## config.mk

```make
export PLATFORM = sky130hd
export DESIGN_NAME = mcu_window_cache
export DESIGN_NICKNAME = d
export VERILOG_FILES = /design/src/rtl/mcu_window_cache.sv
export SDC_FILE = /design/constraint.sdc
export NUM_CORES = 1
export LEC_CHECK = 0
export BUFFER_PORTS_ARGS = -buffer_cell sky130_fd_sc_hd__buf_2
export CELL_PAD_IN_SITES_DETAIL_PLACEMENT = 0
export CELL_PAD_IN_SITES_GLOBAL_PLACEMENT = 1
export CORE_MARGIN = 5
export CORE_UTILIZATION = 24
export DETAILED_ROUTE_END_ITERATION = 10
export PLACE_DENSITY_LB_ADDON = 0.1
export SLEW_MARGIN = 20
export SYNTH_ARGS = -nofsm -noshare
export SYNTH_HDL_FRONTEND = slang
export SYNTH_SLANG_ARGS = --single-unit
```

## constraint.sdc

```tcl
create_clock -name clk -period 8.45 [get_ports clk]
set_clock_uncertainty 0.1 [all_clocks]
set_input_delay 0.845 -clock clk [delete_from_list [all_inputs] [get_ports clk]]
set_output_delay 0.845 -clock clk [all_outputs]
set_load 0.01 [all_outputs]
```

## src/rtl/mcu_window_cache.sv

```systemverilog
// Multi-channel window cache between the CPU core and backing memory.
// Hits answer in one cycle; misses and advances lock the core and burst-refill a whole window.
module mcu_window_cache #(
  parameter int ADDR_W = 32,
  parameter int DATA_W = 16,
  parameter int DEPTH = 8,
  parameter int NUM_CH = 2,
  parameter int CH_W = (NUM_CH > 1) ? $clog2(NUM_CH) : 1,
  parameter logic [ADDR_W-1:0] MEM_BASE = 32'h1000_0000
) (
  input  logic              clk,
  input  logic              n_rst,
  input  logic              i_req,
  input  logic [CH_W-1:0]   i_ch,
  input  logic [ADDR_W-1:0] i_addr,
  output logic              o_rvalid,
  output logic [DATA_W-1:0] o_rdata,
  output logic              o_lock_core,
  input  logic              i_adv,
  input  logic [CH_W-1:0]   i_adv_ch,
  input  logic              i_flush,
  output logic [NUM_CH-1:0] o_valid_map,
  output logic              o_mem_req,
  output logic [ADDR_W-1:0] o_mem_addr,
  input  logic              i_mem_gnt,
  input  logic              i_mem_rvalid,
  input  logic [DATA_W-1:0] i_mem_rdata
);

  localparam int OFF_W = $clog2(DEPTH);
  localparam int TAG_W = ADDR_W - OFF_W;
  localparam logic [CH_W:0] CH_LIM = (CH_W+1)'(NUM_CH);
  localparam logic [OFF_W-1:0] LAST_BEAT = OFF_W'(DEPTH - 1);

  typedef enum logic [1:0] {S_IDLE, S_REQ, S_FILL} state_t;

  logic [DATA_W-1:0] r_mem [NUM_CH][DEPTH];
  logic [TAG_W-1:0]  r_tag [NUM_CH];
  logic [NUM_CH-1:0] r_valid;
  state_t            r_state;
  logic [CH_W-1:0]   r_ch;
  logic [OFF_W-1:0]  r_off;
  logic [OFF_W-1:0]  r_beat;
  logic [TAG_W-1:0]  r_new_tag;
  logic              r_replay;
  logic              r_flush_pend;
  logic              r_rvalid;
  logic [DATA_W-1:0] r_rdata;
  logic              r_lock;
  logic              r_mem_req;
  logic [ADDR_W-1:0] r_mem_addr;

  logic              w_req_ok;
  logic              w_adv_ok;
  logic [TAG_W-1:0]  w_req_tag;
  logic [OFF_W-1:0]  w_req_off;
  logic              w_hit;
  logic [TAG_W-1:0]  w_adv_tag;
  logic [CH_W-1:0]   w_fill_ch;
  logic [TAG_W-1:0]  w_fill_tag;
  logic [ADDR_W-1:0] w_fill_addr;

  // Requests on nonexistent channels are dropped; a valid request always beats an advance.
  assign w_req_ok    = i_req && ({1'b0, i_ch} < CH_LIM);
  assign w_adv_ok    = i_adv && ({1'b0, i_adv_ch} < CH_LIM);
  assign w_req_tag   = i_addr[ADDR_W-1:OFF_W];
  assign w_req_off   = i_addr[OFF_W-1:0];
  assign w_hit       = w_req_ok && r_valid[i_ch] && (r_tag[i_ch] == w_req_tag);
  assign w_adv_tag   = r_tag[i_adv_ch] + TAG_W'(1);
  assign w_fill_ch   = w_req_ok ? i_ch : i_adv_ch;
  assign w_fill_tag  = w_req_ok ? w_req_tag : w_adv_tag;
  assign w_fill_addr = MEM_BASE + {w_fill_tag, {OFF_W{1'b0}}};

  always_ff @(posedge clk or negedge n_rst) begin
    if (!n_rst) begin
      r_state      <= S_IDLE;
      r_valid      <= '0;
      r_ch         <= '0;
      r_off        <= '0;
      r_beat       <= '0;
      r_new_tag    <= '0;
      r_replay     <= 1'b0;
      r_flush_pend <= 1'b0;
      r_rvalid     <= 1'b0;
      r_rdata      <= '0;
      r_lock       <= 1'b0;
      r_mem_req    <= 1'b0;
      r_mem_addr   <= '0;
      for (int c = 0; c < NUM_CH; c++) r_tag[c] <= '0;
    end else begin
      r_rvalid <= 1'b0;
      case (r_state)
        S_IDLE: begin
          if (w_hit) begin
            r_rvalid <= 1'b1;
            r_rdata  <= r_mem[i_ch][w_req_off];
          end else if (w_req_ok || w_adv_ok) begin
            r_ch               <= w_fill_ch;
            r_off              <= w_req_off;
            r_new_tag          <= w_fill_tag;
            r_replay           <= w_req_ok;
            r_valid[w_fill_ch] <= 1'b0;
            r_lock             <= 1'b1;
            r_mem_req          <= 1'b1;
            r_mem_addr         <= w_fill_addr;
            r_state            <= S_REQ;
          end
          // A flush seen during the previous fill lands here, one edge after completion.
          if (i_flush || r_flush_pend) begin
            r_valid      <= '0;
            r_flush_pend <= 1'b0;
          end
        end
        S_REQ: begin
          if (i_flush) r_flush_pend <= 1'b1;
          if (i_mem_gnt) begin
            r_mem_req <= 1'b0;
            r_beat    <= '0;
            r_state   <= S_FILL;
          end
        end
        S_FILL: begin
          if (i_flush) r_flush_pend <= 1'b1;
          if (i_mem_rvalid) begin
            r_beat <= r_beat + OFF_W'(1);
            if (r_replay && (r_beat == r_off)) r_rdata <= i_mem_rdata;
            if (r_beat == LAST_BEAT) begin
              r_valid[r_ch] <= 1'b1;
              r_tag[r_ch]   <= r_new_tag;
              r_lock        <= 1'b0;
              r_rvalid      <= r_replay;
              r_state       <= S_IDLE;
            end
          end
        end
        default: r_state <= S_IDLE;
      endcase
    end
  end

  always_ff @(posedge clk) begin
    if ((r_state == S_FILL) && i_mem_rvalid) r_mem[r_ch][r_beat] <= i_mem_rdata;
  end

  assign o_rvalid    = r_rvalid;
  assign o_rdata     = r_rdata;
  assign o_lock_core = r_lock;
  assign o_mem_req   = r_mem_req;
  assign o_mem_addr  = r_mem_addr;
  assign o_valid_map = r_valid;

endmodule

```

==> impl_metrics.tcl <==
set metrics [dict create \
    coreArea_um2 70300 \
    areaGrowthSynthToFinish_pct 17.6 \
    synth_mux_area_frac 0.200 \
    layout_commonest_cell "edfxtp_1" \
    clk_latency_ns 0.60 \
    switchingPower_w 0.00150 \
    num_rows 97 \
    syn_inst 1093 \
    cp_data_arrival_time_ns 4.26 \
    synth_top_family_by_area "multiplexers" \
    chipWidth_um 277 \
    cts_max_path_buffers 3 \
    cp_max_fo 52 \
    gp_congestion 0.702 \
    postCtsSetupBuffers 0 \
    cts_resized 0 \
    fmax_ghz 0.258 \
    antenna_found_initial 1 \
    clock_power_share 0.386 \
    vias 9630 \
    leakage_nw 7.44 \
    postRouteAntennaNets 0 \
    dieArea_um2 76600 \
    cts_htree_levels 2 \
    p_int_w 0.00370 \
    routed_wl_um 51700 \
    cts_root_buffer "clkbuf_16" \
    cts.sinks 379 \
    fin_util 0.286 \
    cts_tree "yes" \
    synth_ff_type "edfxtp_1" \
    cp-start-kind "input pin" \
    pwr-share-seq 0.446 \
    cap_violations 0 \
    layout_common_cells "256 x edfxtp_1, 123 x dfrtp_1, 104 x buf_2" \
    cts_hold_buf 0 \
    pin_count 110 \
    netlist_area_um2 17100 \
    synth-simple-area-share 0.0615 \
    synth_xor_xnor_area_share 0.0287 \
    finalSetupTns_ns 0 \
    holdCritPathClass "in2async" \
    p_sw_frac 0.288 \
    ys_seq_elements 379 \
    p_comb_frac 0.168 \
    io_buffers 106 \
    drc_errors 0 \
    grt_pass1_vias 10500 \
    timing.slew.headroom 0.286 \
    synthArstFlopShare 0.325 \
    finalSetupViolations 0 \
    drtIter0Drc 465 \
    rsz0062_at_grt "false" \
    ys_seq_area_frac 0.630 \
    finalHoldViolations 0 \
    worst-setup-path-type "in2reg" \
    fillCellCount 7103 \
    worst-slew-pin-transition_ns 1.07 \
    synthAdderAreaFrac 0.00586 \
    start_util 0.243 \
    gr-usage-all-layers 0.133 \
    ys_types 63 \
    total_power_w 0.00520 \
    slew_violations 0 \
    end_kind "flop" \
    hpwlAfterDp_um 31200 \
    grt_overflow 0 \
    viasPerCell 4.46 \
    num-nets-final 1249 \
    synth-edff-count 256 \
    yosysWarnings 0 \
    synth_compound_area_frac 0.0422 \
    cp.required_ns 8.83 \
    first_pass_iters 5 \
    cts_made_buffers 47 \
    power_density_nw_per_um2 259 \
    wire_per_inst_um 23.9 \
    drive_gt1_frac 0.323 \
    clk_pin_slew_worst_paths_ns 0.05 \
    min_period_over_period 0.459 \
    min_period_ns 3.88 \
    grt_max_degree 79 \
    outcome "finished, final reports clean" \
    die_height_um 277 \
    ir_worst_vdd_uv 145 \
    syn_avg_cell_area_um2 15.6 \
    grt_pass1_wl_um 76000 \
]
-- power groups by stage --
stage	logic, W	clock network (W)	registers (W)
after CTS	0.000913	0.00209	0.00233
after global routing	0.000966	0.00216	0.00235
after detailed placement	0.000910	0	0.00236
after global placement	0.000907	0	0.00237
after floorplan	0.000605	0	0.00231
final	0.000873	0.00201	0.00232
-- state kept, by name, indices dropped and copies added (netlist names) --
register,flops
o_lock_core,1
o_mem_addr,4
o_mem_req,1
o_rdata,16
o_rvalid,1
o_valid_map,2
r_beat,3
r_ch,1
r_flush_pend,1
r_mem,256
r_new_tag,29
r_off,3
r_replay,1
r_state,2
r_tag,58
-- layer usage --
metal  global-route usage  vias to the layer above  routed length [um]
met1                0.172                     5068               23000
met5                    0                        -                   0
met3               0.0210                       70                1550
li1                     -                     4348                   -
met4               0.0344                        0                1090
met2                0.234                      144               26100
-- per-stage QoR --
stage	instances	cell area [um2]	setup WS [ns]	hold WS [ns]
global placement	2075	18500	3.82	0.388
finish	2161	20100	4.57	0.232
global route	2160	20100	4.33	0.295
detailed placement	2075	18500	3.80	0.393
floorplan	1095	17100	4.50	0.378
CTS	2160	20100	4.46	0.267
-- final timing paths --
check / cells after the start / startpoint / endpoint / slack, ns
worst max-delay path: 13 / i_adv_ch / o_mem_addr[30] / 4.57
worst min-delay path: 1 / n_rst / r_new_tag[11] / 0.23
worst max register to register: 7 / r_tag[38] / o_mem_addr[29] / 5.20
worst min register to register: 1 / o_rdata[9] / o_rdata[9] / 0.40
max in group asynchronous: 2 / n_rst / o_rdata[6] / 6.80
min in group clk: 1 / o_rdata[9] / o_rdata[9] / 0.40
-- worst max-delay path, cell delays in order --
cell,delay [ns]
buf_2,0.08
buf_4,0.60
mux2_2,0.30
ha_1,0.22
nand4_1,0.21
a22oi_1,0.35
nand4_1,0.43
mux2_2,0.42
nand2_1,0.12
inv_1,0.08
ha_1,0.20
xnor2_1,0.12
mux2_4,0.26
-- kinds of logic after synthesis --
group / after synthesis
simple gates: 217
fa+ha+maj: 8
other cells: 1
compound gates: 104
xor+xnor: 56
buf+inv: 99
mux: 229
flops: 379
-- synthesized netlist by cell type (5+ instances only) --
cell        n  share of area
a211oi_1    6         0.0026
a21oi_1    30         0.0088
a22oi_1     5         0.0022
a31oi_1     9         0.0033
buf_1       5         0.0011
buf_2      12         0.0035
buf_4      30          0.013
buf_6       5         0.0033
clkbuf_1   34         0.0075
dfrtp_1   123           0.18
edfxtp_1  256           0.45
ha_1        8         0.0059
inv_1      13         0.0029
mux2_2     89          0.059
mux2i_1    59          0.035
mux4_2     80           0.11
nand2_1    89          0.020
nand2b_1    6         0.0022
nand3_1    13         0.0038
nand4_1    14         0.0051
nor2_1     52          0.011
nor3_1     11         0.0032
nor4_1      8         0.0029
o211ai_1    8         0.0035
o21a_1      9         0.0040
o21ai_0    10         0.0029
xnor2_1    43          0.022
xor2_1     13         0.0067
-- cell type report --
| class | instances | area [um2] | area share |
|---|---|---|---|
| sequential | 379 | 10800 | 0.536 |
| multi-input combinational | 617 | 5860 | 0.292 |
| clock buffer | 70 | 1320 | 0.0658 |
| tap | 940 | 1180 | 0.0585 |
| timing repair buffer | 126 | 693 | 0.0345 |
| clock inverter | 15 | 216 | 0.0108 |
| inverter | 13 | 48.8 | 0.00243 |
| antenna | 1 | 2.50 | 0.000125 |
Note: power is estimated with default switching activity, not from simulation.
